**src/rtl/uart_receiver_fsm.sv**
```systemverilog
// UART receive FSM: 2-flop input synchronizer, mid-bit start validation,
// centre sampling of data/parity/stop, registered parallel output with
// a one-cycle valid strobe and parity/framing error flags.
module uart_receiver_fsm #(
    parameter int DATA_BITS  = 8,
    parameter int OVERSAMPLE = 16,
    parameter bit PARITY_EN  = 1'b1,
    parameter bit PARITY_ODD = 1'b0
) (
    input  logic                 Baud_Clk,
    input  logic                 Reset,
    input  logic                 Rx_in,
    output logic [DATA_BITS-1:0] Rx_data,
    output logic                 Rx_valid,
    output logic                 Parity_err,
    output logic                 Frame_err,
    output logic                 Rx_busy
);

    localparam int CNT_W = $clog2(OVERSAMPLE);
    localparam int IDX_W = (DATA_BITS > 1) ? $clog2(DATA_BITS) : 1;

    localparam logic [CNT_W-1:0] HALF_LAST = CNT_W'(OVERSAMPLE / 2 - 1);
    localparam logic [CNT_W-1:0] BIT_LAST  = CNT_W'(OVERSAMPLE - 1);
    localparam logic [IDX_W-1:0] IDX_LAST  = IDX_W'(DATA_BITS - 1);

    typedef enum logic [2:0] {
        IDLE       = 3'd0,
        START_BIT  = 3'd1,
        DATA_BIT   = 3'd2,
        PARITY_BIT = 3'd3,
        STOP_BIT   = 3'd4,
        BREAK_WAIT = 3'd5
    } state_t;

    state_t               state;
    state_t               state_nxt;
    logic                 rx_meta;
    logic                 rx_s;
    logic [CNT_W-1:0]     cnt;
    logic [CNT_W-1:0]     cnt_nxt;
    logic [IDX_W-1:0]     idx;
    logic [IDX_W-1:0]     idx_nxt;
    logic [DATA_BITS-1:0] sh;
    logic [DATA_BITS-1:0] sh_nxt;
    logic                 par;
    logic                 par_nxt;
    logic                 frame_done;

    // Two-flop synchronizer for the asynchronous line; idles high.
    always_ff @(posedge Baud_Clk) begin
        if (Reset) begin
            rx_meta <= 1'b1;
            rx_s    <= 1'b1;
        end else begin
            rx_meta <= Rx_in;
            rx_s    <= rx_meta;
        end
    end

    // State register and per-frame working registers.
    always_ff @(posedge Baud_Clk) begin
        if (Reset) begin
            state <= IDLE;
            cnt   <= '0;
            idx   <= '0;
            sh    <= '0;
            par   <= 1'b0;
        end else begin
            state <= state_nxt;
            cnt   <= cnt_nxt;
            idx   <= idx_nxt;
            sh    <= sh_nxt;
            par   <= par_nxt;
        end
    end

    // Next-state and working-register update; frame_done flags the stop-bit sample.
    always_comb begin
        state_nxt  = state;
        cnt_nxt    = cnt;
        idx_nxt    = idx;
        sh_nxt     = sh;
        par_nxt    = par;
        frame_done = 1'b0;
        case (state)
            IDLE: begin
                if (!rx_s) begin
                    state_nxt = START_BIT;
                    cnt_nxt   = '0;
                end
            end
            START_BIT: begin
                if (cnt == HALF_LAST) begin
                    if (!rx_s) begin
                        state_nxt = DATA_BIT;
                        cnt_nxt   = '0;
                        idx_nxt   = '0;
                    end else begin
                        state_nxt = IDLE;
                    end
                end else begin
                    cnt_nxt = cnt + 1'b1;
                end
            end
            DATA_BIT: begin
                if (cnt == BIT_LAST) begin
                    sh_nxt  = {rx_s, sh[DATA_BITS-1:1]};
                    cnt_nxt = '0;
                    if (idx == IDX_LAST) begin
                        if (PARITY_EN) begin
                            state_nxt = PARITY_BIT;
                        end else begin
                            state_nxt = STOP_BIT;
                        end
                    end else begin
                        idx_nxt = idx + 1'b1;
                    end
                end else begin
                    cnt_nxt = cnt + 1'b1;
                end
            end
            PARITY_BIT: begin
                if (cnt == BIT_LAST) begin
                    par_nxt   = rx_s;
                    cnt_nxt   = '0;
                    state_nxt = STOP_BIT;
                end else begin
                    cnt_nxt = cnt + 1'b1;
                end
            end
            STOP_BIT: begin
                if (cnt == BIT_LAST) begin
                    frame_done = 1'b1;
                    cnt_nxt    = '0;
                    if (rx_s) begin
                        state_nxt = IDLE;
                    end else begin
                        state_nxt = BREAK_WAIT;
                    end
                end else begin
                    cnt_nxt = cnt + 1'b1;
                end
            end
            BREAK_WAIT: begin
                if (rx_s) begin
                    state_nxt = IDLE;
                end
            end
            default: begin
                state_nxt = IDLE;
            end
        endcase
    end

    // Output registers: updated only when a frame completes, strobe lasts one cycle.
    always_ff @(posedge Baud_Clk) begin
        if (Reset) begin
            Rx_data    <= '0;
            Rx_valid   <= 1'b0;
            Parity_err <= 1'b0;
            Frame_err  <= 1'b0;
        end else begin
            Rx_valid <= frame_done;
            if (frame_done) begin
                Rx_data    <= sh;
                Parity_err <= PARITY_EN & (^sh ^ par ^ PARITY_ODD);
                Frame_err  <= ~rx_s;
            end
        end
    end

    assign Rx_busy = (state != IDLE);

endmodule

```
**config.mk**
```make
export PLATFORM = sky130hd
export DESIGN_NAME = uart_receiver_fsm
export DESIGN_NICKNAME = d
export VERILOG_FILES = /design/src/rtl/uart_receiver_fsm.sv
export SDC_FILE = /design/constraint.sdc
export NUM_CORES = 1
export LEC_CHECK = 0
export ABC_CLOCK_PERIOD_IN_PS = 3000
export CORE_AREA = 2 2 67 50
export DETAILED_ROUTE_END_ITERATION = 10
export DIE_AREA = 0 0 69 52
export GPL_ROUTABILITY_DRIVEN = 0
export PLACE_DENSITY_LB_ADDON = 0.2
export SYNTH_ARGS = -nofsm -noshare
export SYNTH_HDL_FRONTEND = slang
export SYNTH_SLANG_ARGS = --single-unit
```
**constraint.sdc**
```tcl
create_clock -name Baud_Clk -period 3 [get_ports Baud_Clk]
set_clock_uncertainty 0.2 [all_clocks]
set_input_delay 0.6 -clock Baud_Clk [delete_from_list [all_inputs] [get_ports Baud_Clk]]
set_output_delay 0.6 -clock Baud_Clk [all_outputs]
set_load 0.01 [all_outputs]
```
### Word-level counts from Yosys, hierarchy flattened

Index checks and enable logic that the tools add are counted.

| storage, ports and cells | value |
|---|---|
| bits in registers | 32 |
| input port bits | 3 |
| output and inout bits | 12 |
| logic and storage cells | 63 |

| operators by class | value |
|---|---|
| $add $sub $neg | 2 |
| eq/ne operators | 17 |
| muxes and demuxes | 21 |
| bitwise operators | 2 |
| reduce and logical (&&, ||, !) cells | 10 |

Operator list:

| kind | count |
|---|---|
| $mux 3 | 12 |
| $ne 2x2->1 const B | 9 |
| $pmux 3 s6 | 1 |
| $mux 4 | 3 |
| $pmux 4 s3 | 1 |
| $eq 3x3->1 const B | 3 |
| $reduce_xor 8->1 | 1 |
| $reduce_and 7->1 | 1 |
| $eq 3x2->1 const B | 2 |
| $pmux 3 s2 | 1 |
| $reduce_bool 3->1 | 2 |
| $reduce_and 5->1 | 1 |
| $add 4x1->4 const B | 1 |
| $eq 4x3->1 const B | 1 |
| $eq 4x4->1 const B | 1 |
| $reduce_and 2->1 | 2 |
| $add 3x1->3 const B | 1 |
| $eq 3x1->1 const B | 1 |
| $logic_not 3->1 | 1 |
| $reduce_or 3->1 | 1 |
| $mux 1 | 2 |
| $mux 2 | 1 |
| $reduce_bool 2->1 | 1 |
| $not 1->1 | 1 |
| $xor 1x1->1 | 1 |

### Longest topological paths before layout

| logic depth | value |
|---|---|
| depth after elaboration | 4 |
| mapped depth | 6 |
| gate-level depth less buffers | 6 |

### Least setup slack after synthesis

Ideal clock, no wire load.

| path | value |
|---|---|
| kind | register -> register |
| from | reg cnt[0] |
| to | reg state[1] |
| library setup time | 0.070 ns |
| arrival time | 1.525 ns |
| required time | 2.730 ns |
| setup slack | 1.204 ns |
| stages on the path, launching flop included | 6 |
| path buffers | 0 |
| period minus slack after synthesis | 1.796 ns |
| cells stage by stage | dfxtp_1 > ha_1 > nand3_1 > o22a_1 > or4_1 > a21oi_1 |

| on the way | value |
|---|---|
| cells in the longest elaborated chain, start to end | 3 |
| elaborated cells on any way between the ends | 7 |
| those cells by class | eq/ne (6); reduce/logical (1) |

RTL lines:

| item | line | source |
|---|---|---|
| start: declaration | 40 | `logic [CNT_W-1:0] cnt;` |
| start signal: assignment | 71 | `cnt <= cnt_nxt;` |
| $eq 4x4->1 or $eq 4x3->1 (tied branches) | - |  |
| $ne 2x2->1 (no source line) | - |  |
| $reduce_and 7->1 (no source line) (*) | - |  |
| end signal: assignment | 70 | `state <= state_nxt;` |
| end: declaration | 36 | `state_t state;` |

Every way passes the cells marked *; elsewhere a longest branch is shown, timed or not.
A chain may end at the register's enable or synchronous reset.

### Worst setup path after layout

| path | value |
|---|---|
| from | reg state[2] |
| to | out Rx_busy |

| on the way | value |
|---|---|
| cells in the longest elaborated chain, start to end | 1 |

RTL lines:

| item | line | source |
|---|---|---|
| $reduce_bool 3->1 | 173 | `assign Rx_busy = (state != IDLE);` |
| end: declaration | 17 | `output logic Rx_busy` |

Every way passes these cells.

==> impl_metrics.toml <==
[synth]
synth_fa_ha_area_share_pct = 2.50
synthCells = 170
yosys.cell_types.count = 41
synth_top_family_by_area = "simple AND/OR/NAND/NOR gates"
synth_simple_gate_area_share_pct = 24.3
xor_xnor_cell_area_share_of_the_yosys_netlist_pct = 5.00
synth-warning-count = 0
synthesis.area_per_instance_um2 = 8.84
post_synthesis_cell_area_um2 = 1500
postSynthRegisterBits = 32
number_of_enable_flip_flop_cells_after_synthesis = 0
synth.yosys.seq_area_share_pct = 42.6
synth_async_sr_flop_share_pct = 0
synth_mux_area_share_pct = 6.00
synth_compound_gate_area_share_pct = 15.9
postSynthNetCount = 176
synth_flop_cell = "sky130_fd_sc_hd__dfxtp_1"

[routing]
via_count = 1273
drt_drc_violations_left = 0
number_of_drc_violations_after_detailed_routing_iteration_0 = 52
viasPerCell = 5.76
drt.antenna.violating_nets = 0
drt-total-wl_um = 3110
dr.pass1.iters = 4
post_drt_wl_per_cell_um = 14.0

[worst_setup_path]
critical_path_s_largest_stage_delay_ns = 0.49
worstPathBufferInverterCount = 1
critical_path.startpoint_type = "flip-flop"
startpoint_of_the_worst_register_to_register_path = "state[2]"
critical_path_rt_ns = 2.20
crit_type = "reg -> out"
crit_path_max_fanout = 19
r2r_slack_ns = 0.75
cp_cell_sequence = "or3_1 -> clkdlybuf4s50_1"
critical-path-slowest-cell = "sky130_fd_sc_hd__clkdlybuf4s50_1"
crit_family = "buffers and inverters"
cp_arrival_ns = 1.69
rr_endpoint = "Frame_err"
timing.reg2reg.worst_path_depth = 4
setup.worst_path.end_class = "output port"

[sta]
timing.fmax_mhz = 402
final.setup.tns_ns = 0
final_hold_viol_count = 0
worst_slew_margin_rel_pct = 51.9
setup_viol = 0
final.min_clock_period_ns = 2.49
rsz0062_at_grt = "no"
maxSlewViolCount = 0
finalWorstSetupSlack_ns = 0.513
share_of_the_cycle_needed_by_the_critical_path_after_routing_pct = 82.9
max_slew.worst_pin.slew_ns = 0.719

[clock_tree]
cts_max_level = 2
clock_path_buffers = 2
clock_sink_count = 32
cts_tree = "yes"
cts-hold-fix-buffers = 0
path_clk_slew_ns = 0.06
clock_tree.root_cell = "sky130_fd_sc_hd__clkbuf_8"
cts.repair_timing.setup_buffer_count = 0
cts-buffers-inserted = 5
insertion_delay_ns = 0.27
cts_resized = 0

[grt]
grt_max_degree = 34
first_global_vias = 1141
grt_pass1_wl_um = 5200
track_usage_pct = 18.6
overflow = 0
grt_antenna_before_repair = 0

[power]
total_leakage_power_nw = 0.679
p_per_area_nw_per_um2 = 461
power.ir.vdd_worst_uv = 295

[min_path]
hold_removal_path_class = "reg -> reg"
whs_endpoint = "rx_s"
hold-path-cell-count = 1
worstHoldStart = "rx_meta"

[cells_and_area]
num_antenna_cells = 0
layout-drive-gt1-share_pct = 7.65
post_route_utilization_pct = 59.2
syn2layout_area_growth_pct = 17.2
num-nets-final = 189

[place]
place.detailed.hpwl_um = 2080
pre_cts_slack_ns = 0.774
io_buffer_count = 14

[floorplanning]
fp.dieH_um = 52
starting_utilization_of_the_core_area_pct = 50.5
core_region_area_um2 = 2980
dieArea_um2 = 3590
die_x_um = 69
placementRows = 17
count_of_pins_on_the_block_boundary = 15

[outcome]
run_status = "complete, no violations"

[job]
drv_cap = 0
==> stage by stage <==
| stage | power [mW] | hold slack [ns] | cell area, µm² | cells |
|---|---|---|---|---|
| 6_report | 0.812 | 0.212 | 1760 | 221 |
| 5_1_grt | 0.838 | 0.220 | 1760 | 221 |
| 4_1_cts | 0.821 | 0.215 | 1760 | 221 |
| 3_5_place_dp | 0.471 | 0.200 | 1670 | 214 |
| 3_3_place_gp | 0.471 | 0.196 | 1670 | 214 |
| 2_1_floorplan | 0.461 | 0.189 | 1500 | 170 |
==> worst max-delay path by stage <==
stage / startpoint / endpoint / slack (ns) / cells past startpoint
after global routing: state[2] / Rx_busy / 0.43 / 2
after global placement: state[2] / Rx_busy / 0.86 / 2
after CTS: state[2] / Rx_busy / 0.52 / 2
after floorplan: cnt[0] / state[1] / 1.20 / 5
after detailed placement: state[2] / Frame_err / 0.77 / 4
final: state[2] / Rx_busy / 0.51 / 2
==> Yosys cell counts, types with 3 or more instances <==
cell type / instances / area [µm²]
sky130_fd_sc_hd__buf_2: 5 / 25.0
sky130_fd_sc_hd__nor3_1: 3 / 15.0
sky130_fd_sc_hd__or3b_1: 3 / 26.3
sky130_fd_sc_hd__mux2i_1: 9 / 90.1
sky130_fd_sc_hd__nand2_1: 17 / 63.8
sky130_fd_sc_hd__nor2b_1: 3 / 18.8
sky130_fd_sc_hd__dfxtp_1: 32 / 641
sky130_fd_sc_hd__nand3_1: 6 / 30.0
sky130_fd_sc_hd__a211oi_1: 3 / 22.5
sky130_fd_sc_hd__clkbuf_1: 6 / 22.5
sky130_fd_sc_hd__nor2_1: 16 / 60.1
sky130_fd_sc_hd__o21ai_0: 8 / 40.0
sky130_fd_sc_hd__xnor2_1: 5 / 43.8
sky130_fd_sc_hd__ha_1: 3 / 37.5
sky130_fd_sc_hd__a21oi_1: 16 / 80.1
==> sequential cells by signal, indices dropped and copies added (netlist names), 3 cells and up <==
signal / cells
sh: 8
Rx_data: 8
cnt: 4
idx: 3
state: 3
==> layout make-up <==
| cell class | instances | area [µm²] |
|---|---|---|
| timing repair buffer | 17 | 163 |
| sequential | 32 | 641 |
| clock buffer | 7 | 96.3 |
| inverter | 2 | 7.51 |
| multi-input combinational | 125 | 807 |
| tap | 38 | 47.5 |
| fill | 263 | 1220 |
==> placed cells by master (no fill, tap or decap), types with 2 or more instances in the layout <==
cell and count:
sky130_fd_sc_hd__nand3b_1 2, sky130_fd_sc_hd__nand4bb_1 2, sky130_fd_sc_hd__nor3_1 3, sky130_fd_sc_hd__or2_2 2
sky130_fd_sc_hd__a211oi_1 3, sky130_fd_sc_hd__xnor2_1 5, sky130_fd_sc_hd__buf_4 3, sky130_fd_sc_hd__clkbuf_8 7
sky130_fd_sc_hd__inv_1 2, sky130_fd_sc_hd__o211ai_1 2, sky130_fd_sc_hd__mux2i_1 9, sky130_fd_sc_hd__nand2b_1 2
sky130_fd_sc_hd__dfxtp_1 32, sky130_fd_sc_hd__or3_1 2, sky130_fd_sc_hd__nor2_1 16, sky130_fd_sc_hd__or3b_1 3
sky130_fd_sc_hd__nand3_1 6, sky130_fd_sc_hd__nor3b_1 2, sky130_fd_sc_hd__o21ai_0 8, sky130_fd_sc_hd__or4_1 2
sky130_fd_sc_hd__nor2b_1 3, sky130_fd_sc_hd__a21oi_1 16, sky130_fd_sc_hd__ha_1 3, sky130_fd_sc_hd__nand2_1 17
sky130_fd_sc_hd__clkdlybuf4s50_1 14
==> cells by family after synthesis <==
group / after synthesis
buf+inv: 13
fa+ha+maj: 3
mux: 9
simple gates: 68
flops: 32
xor+xnor: 7
compound gates: 38
==> metal layers <==
| metal | track usage [%] | vias up | share of wire [%] |
|---|---|---|---|
| li1 | - | 634 | - |
| met1 | 24.3 | 603 | 49 |
| met2 | 28.8 | 32 | 45 |
| met3 | 4.84 | 4 | 4.9 |
| met4 | 9.15 | 0 | 1.4 |
| met5 | 0 | - | 0 |
==> power by group <==
part           leakage (nW)  internal [mW]  switching (mW)  total (mW)
Clock                0.0503          0.204           0.145       0.349
Combinational         0.371         0.0127          0.0157      0.0284
Sequential            0.258          0.428         0.00596       0.434
Total                 0.679          0.645           0.167       0.812
(Power assumes the default switching activity.)
